===== config.mk =====
export PLATFORM = sky130hd
export DESIGN_NAME = mdr_mem_if
export DESIGN_NICKNAME = d
export VERILOG_FILES = /design/src/rtl/mdr_pkg.sv /design/src/rtl/mdr_mem_if_mux.sv /design/src/rtl/mdr_mem_if.sv
export SDC_FILE = /design/constraint.sdc
export NUM_CORES = 1
export LEC_CHECK = 0
export CAP_MARGIN = 20
export CORE_MARGIN = 8
export CORE_UTILIZATION = 30
export CTS_CLUSTER_SIZE = 8
export DETAILED_ROUTE_END_ITERATION = 12
export PLACE_DENSITY = 0.75
export REMOVE_ABC_BUFFERS = 1
export SETUP_SLACK_MARGIN = 0.2
export SLEW_MARGIN = 0
export SYNTH_ARGS = -nofsm -noshare
export SYNTH_HDL_FRONTEND = slang
export SYNTH_SLANG_ARGS = --single-unit

===== constraint.sdc =====
create_clock -name clock -period 3.4 [get_ports clock]
set_input_delay 0.51 -clock clock [delete_from_list [all_inputs] [get_ports clock]]
set_output_delay 0.51 -clock clock [all_outputs]
set_load 0.03 [all_outputs]

===== src/rtl/mdr_pkg.sv =====
// Shared types and default sizing for the memory data register block.
package mdr_pkg;

   typedef enum logic [1:0] {
      IDLE = 2'd0,
      REQ  = 2'd1,
      DONE = 2'd2
   } mdr_state_e;

   localparam int MDR_DATA_WIDTH  = 32;
   localparam int MDR_NUM_SRC     = 2;
   localparam int MDR_TIMEOUT_CYC = 16;

endpackage : mdr_pkg


===== src/rtl/mdr_mem_if_mux.sv =====
// N-to-1 combinational word mux; an out-of-range select yields zero with valid_o low.
module mux_n_to_1 #(
   parameter int DATA_WIDTH = 32,
   parameter int NUM_SRC    = 2,
   parameter int SEL_W      = $clog2(NUM_SRC)
) (
   input  logic [NUM_SRC*DATA_WIDTH-1:0] data_i,
   input  logic [SEL_W-1:0]              sel_i,
   output logic [DATA_WIDTH-1:0]         data_o,
   output logic                          valid_o
);

   always_comb begin
      data_o  = '0;
      valid_o = 1'b0;
      for (int k = 0; k < NUM_SRC; k++) begin
         if (int'(sel_i) == k) begin
            data_o  = data_i[k*DATA_WIDTH +: DATA_WIDTH];
            valid_o = 1'b1;
         end
      end
   end

endmodule : mux_n_to_1


===== src/rtl/mdr_mem_if.sv =====
// Memory Data Register with registered N-way input mux and a req/ack memory read.
// Define MDR_TIMEOUT_EN to abort reads that see no mem_ack within TIMEOUT_CYC cycles.
module mdr_mem_if
   import mdr_pkg::*;
#(
   parameter int DATA_WIDTH  = MDR_DATA_WIDTH,
   parameter int NUM_SRC     = MDR_NUM_SRC,
   parameter int SEL_W       = $clog2(NUM_SRC),
   parameter int TIMEOUT_CYC = MDR_TIMEOUT_CYC
) (
   input  logic                          clock,
   input  logic                          clear,
   input  logic [NUM_SRC*DATA_WIDTH-1:0] src_in,
   input  logic [SEL_W-1:0]              sel,
   input  logic                          MDRin,
   input  logic                          Read,
   input  logic [DATA_WIDTH-1:0]         mem_rdata,
   input  logic                          mem_ack,
   output logic                          mem_req,
   output logic [DATA_WIDTH-1:0]         mdr_q,
   output logic                          busy,
   output logic                          done,
   output logic                          err
);

   if (NUM_SRC < 2 || NUM_SRC > 16) begin : g_bad_num_src
      $error("mdr_mem_if: NUM_SRC must be in 2..16");
   end
   if (TIMEOUT_CYC < 1) begin : g_bad_timeout
      $error("mdr_mem_if: TIMEOUT_CYC must be at least 1");
   end

   mdr_state_e            state_q, state_d;
   logic [DATA_WIDTH-1:0] data_q, data_d;
   logic                  mem_req_q, mem_req_d;
   logic [DATA_WIDTH-1:0] mux_data;
   logic                  mux_valid;

   mux_n_to_1 #(
      .DATA_WIDTH (DATA_WIDTH),
      .NUM_SRC    (NUM_SRC),
      .SEL_W      (SEL_W)
   ) u_mux (
      .data_i  (src_in),
      .sel_i   (sel),
      .data_o  (mux_data),
      .valid_o (mux_valid)
   );

`ifdef MDR_TIMEOUT_EN
   localparam int CNT_W = $clog2(TIMEOUT_CYC + 1);

   logic [CNT_W-1:0] cnt_q, cnt_d;
   logic             err_q, err_d;

   always_ff @(posedge clock or posedge clear) begin
      if (clear) begin
         cnt_q <= '0;
         err_q <= 1'b0;
      end else begin
         cnt_q <= cnt_d;
         err_q <= err_d;
      end
   end

   assign err = err_q;
`else
   assign err = 1'b0;
`endif

   always_ff @(posedge clock or posedge clear) begin
      if (clear) begin
         state_q   <= IDLE;
         data_q    <= '0;
         mem_req_q <= 1'b0;
      end else begin
         state_q   <= state_d;
         data_q    <= data_d;
         mem_req_q <= mem_req_d;
      end
   end

   always_comb begin
      state_d   = state_q;
      data_d    = data_q;
      mem_req_d = mem_req_q;
`ifdef MDR_TIMEOUT_EN
      cnt_d     = cnt_q;
      err_d     = err_q;
`endif
      unique case (state_q)
         IDLE: begin
            // Read wins over a simultaneous MDRin; the load is dropped.
            if (Read) begin
               state_d   = REQ;
               mem_req_d = 1'b1;
`ifdef MDR_TIMEOUT_EN
               cnt_d     = '0;
`endif
            end else if (MDRin && mux_valid) begin
               data_d = mux_data;
            end
         end
         REQ: begin
            if (mem_ack) begin
               data_d    = mem_rdata;
               mem_req_d = 1'b0;
               state_d   = DONE;
`ifdef MDR_TIMEOUT_EN
            end else if (cnt_q == CNT_W'(TIMEOUT_CYC - 1)) begin
               // Last allowed REQ cycle passed without an ack.
               mem_req_d = 1'b0;
               err_d     = 1'b1;
               state_d   = IDLE;
            end else begin
               cnt_d = cnt_q + 1'b1;
`endif
            end
         end
         DONE: begin
            state_d = IDLE;
         end
         default: begin
            state_d   = IDLE;
            mem_req_d = 1'b0;
         end
      endcase
   end

   assign mem_req = mem_req_q;
   assign mdr_q   = data_q;
   assign busy    = (state_q != IDLE);
   assign done    = (state_q == DONE);

endmodule : mdr_mem_if


==> run metrics <==
Fin Setup TNS=0 ns; Pre-Repair DR Iteration Count=3; routability congestion estimate from global placement=0.6979; Worst Hold Path EP=mdr_q[7]; synthesized area divided by synthesized cell count=13.65 sq um; final period utilization=roughly 64%; number of antenna violations at the first check in global routing=0; flop-to-flop setup slack=1.43 ns; asr flop ratio synth=100.0%; Critical R2R Launch=state_q[1]; type of destination of the critical path=output pin; Floorplan Core Area=0.007137 sq mm; slew of the pin with the lowest slew margin=0.8382 ns; buffers inserted during post-CTS setup optimization=0; Slew Limit Fails=0; hold-fix buffer count after cts=0; share of layout cells above drive strength 1=37.76%; synthesized instance count=around 160; die outline area=0.01021 sq mm; cell depth of the worst hold path=1; final WL=6.079 mm; Synth Warn #=0; via count of the first global-routing pass=1920; EDFF count, synth=0; worst r2r dst=mdr_q[29]; post-placement worst setup slack=0.9546 ns; Die Span X=101.0 um; count of cell types in the netlist=20; maximum clock insertion buffer count=2; tightest slew margin relative to the limit=44.12%; area fraction in compound gates after synthesis=1.211%; adder and majority gate portion of the synthesized area=0%; # diodes=0; Port Buffers=136; sum of met2 wire segment lengths after detailed routing=around 2.8 mm; number of max-capacitance violations reported=0; final setup fails=0; final critical delay including setup and external delays=2.166 ns; amount of wire on met3 after detailed routing=622 um; post-synthesis register bit count=35; category of the worst setup path launch point=flip-flop; number of nets in the layout=about 400; Die Height=just over 100 um; Area Overhead vs Synth=71.16%; antenna-violating nets left=0; dominant cell type by area after synthesis=sky130_fd_sc_hd__mux2_2; post-synthesis simple-gate area fraction=between 2 and 2.5%; mux cell area share after synthesis=51.85%; post-synthesis share of cell area spent on xor and xnor gates=0%; number of levels in the clock H-tree=2; clock transition time at the flip-flop clock pins of the worst setup and hold paths=0.07 ns; clk sink count=35; Max Clock Freq=461.7 MHz; static leakage=1.474 nW; quantity of gates resized following cts=0; number of vias after detailed routing=1717; highest layer used for signal routing=met4; combinational family with the most area after synthesis=multiplexers; final worst clock skew=0.002158 ns; leading cell type by number of instances after synthesis=sky130_fd_sc_hd__mux2_2; hold violation count in the final report=0; insertion delay of the later-clocked pin in the worst-skew pair=0.28 ns; Area contributors post-synth=sky130_fd_sc_hd__mux2_2, sky130_fd_sc_hd__dfrtp_1, sky130_fd_sc_hd__mux2_4, sky130_fd_sc_hd__buf_2, sky130_fd_sc_hd__buf_6; classification of the worst setup path=flip-flop to output pin; All-Layer GR Usage=between 10% and 20%; flip-flop cell with the highest count after synthesis=sky130_fd_sc_hd__dfrtp_1; required time worst endpoint=2.89 ns; maximum number of pins on one net before global-route repair=34; RSZ-0062 raised after global routing=false; part of the Yosys area used for sequential elements=40.37%; path class of the lowest-slack min-delay path=flip-flop to flip-flop; largest fanout on the critical path=7; status=finished clean; count of standard-cell rows=31; synthesized cell area=between 0.002 and 0.0025 sq mm; via density per instance=4.369; remaining design rule violation count=0; clock tree from TritonCTS=done; initial core utilization=a little under a third; number of DRC violations after detailed-routing iteration 0=19; Routed wire per std cell=15.47 um; HPWL after DPL=4.848 mm; start point of the worst min-delay path=mdr_q[7]; clock root buffer=sky130_fd_sc_hd__clkbuf_8; number of placed I/O pins=138; area share of the largest cell type after synthesis=45.16%; Final WS setup=1.234 ns; Synth top cells by count=sky130_fd_sc_hd__mux2_2, sky130_fd_sc_hd__dfrtp_1, sky130_fd_sc_hd__mux2_4; global route overflow=0; signal arrival time at the worst endpoint=1.66 ns; power per cell area=603.5 mW/mm^2; peak supply drop=0.2904 mV; first-pass GRT wire length=9.825 mm; met1 WL=2.567 mm; Register-to-Register Path Depth=3; Num CTS Buffers=5
-- worst max-delay path by stage --
stage / start / to / slack [ns] / cells after the start
global placement: Read / mdr_q[30] / 1.0 / 5
global route: state_q[1] / done / 1.17 / 3
detailed placement: Read / mdr_q[8] / 0.95 / 5
finish: state_q[0] / busy / 1.23 / 2
floorplan: Read / mdr_q[0] / 1.30 / 3
CTS: state_q[0] / busy / 1.22 / 2
-- placed cells by master, fill, tap and decap left out --
master / instances
sky130_fd_sc_hd__o21ai_0: 1
sky130_fd_sc_hd__dfrtp_1: 35
sky130_fd_sc_hd__bufinv_16: 1
sky130_fd_sc_hd__mux2_2: 87
sky130_fd_sc_hd__clkdlybuf4s50_1: 136
sky130_fd_sc_hd__nand3_1: 1
sky130_fd_sc_hd__a21oi_4: 1
sky130_fd_sc_hd__nor2_1: 3
sky130_fd_sc_hd__nand2b_2: 1
sky130_fd_sc_hd__inv_1: 3
sky130_fd_sc_hd__conb_1: 1
sky130_fd_sc_hd__buf_4: 3
sky130_fd_sc_hd__or3b_4: 1
sky130_fd_sc_hd__mux2i_1: 1
sky130_fd_sc_hd__mux2_4: 9
sky130_fd_sc_hd__or2_2: 1
sky130_fd_sc_hd__a21oi_1: 1
sky130_fd_sc_hd__nand2_1: 1
sky130_fd_sc_hd__clkbuf_8: 6
sky130_fd_sc_hd__clkinv_2: 1
-- metrics by stage --
stage | cell area [sq um] | hold slack, ns | total power [mW] | util (%) | cells
2_1_floorplan | 2086 | 0.5020 | 1.341 | - | 147
3_3_place_gp | 3596 | 0.4890 | 1.873 | 50.39 | 385
3_5_place_dp | 3596 | 0.4906 | 1.885 | 50.39 | 385
4_1_cts | 3714 | 0.5100 | 2.276 | 52.03 | 393
5_1_grt | 3714 | 0.5206 | 2.365 | 52.03 | 393
6_report | 3714 | 0.5073 | 2.241 | 52.03 | 393
-- power breakdown --
group / switching [mW] / internal [mW]
clock network: 0.144 / 0.237
logic: 0.568 / 0.627
registers: 0.0855 / 0.580
-- critical path: stages, from the launching register on --
cell                              delay [ns]
sky130_fd_sc_hd__dfrtp_1                0.46
sky130_fd_sc_hd__or2_2                  0.32
sky130_fd_sc_hd__clkdlybuf4s50_1        0.60
-- registers in the layout, indices dropped and copies added, names as in the netlist --
register  flops
mdr_q        32
state_q       2
mem_req       1
-- routing by layer --
layer	vias up	GRT usage [%]
li1	832	-
met1	794	14.73
met2	83	19.13
met3	8	4.696
met4	0	3.436
met5	-	0
-- area by class of cell --
class	instances	area, sq um
inverter	3	11.26
fill	655	3423
clock buffer	6	82.58
tap	99	123.9
clock inverter	2	35.03
multi-input combinational	109	1201
timing repair buffer	139	1384
sequential	35	875.8
-- cells by family (layout without fill, tap and decap cells) --
| logic type | count (synthesis) | in the layout |
|---|---|---|
| other cells | 1 | 1 |
| compound gates | 3 | 3 |
| simple gates | 8 | 8 |
| buf+inv | 15 | 150 |
| flops | 35 | 35 |
| mux | 97 | 97 |
Note: power is estimated with default switching activity, not from simulation.
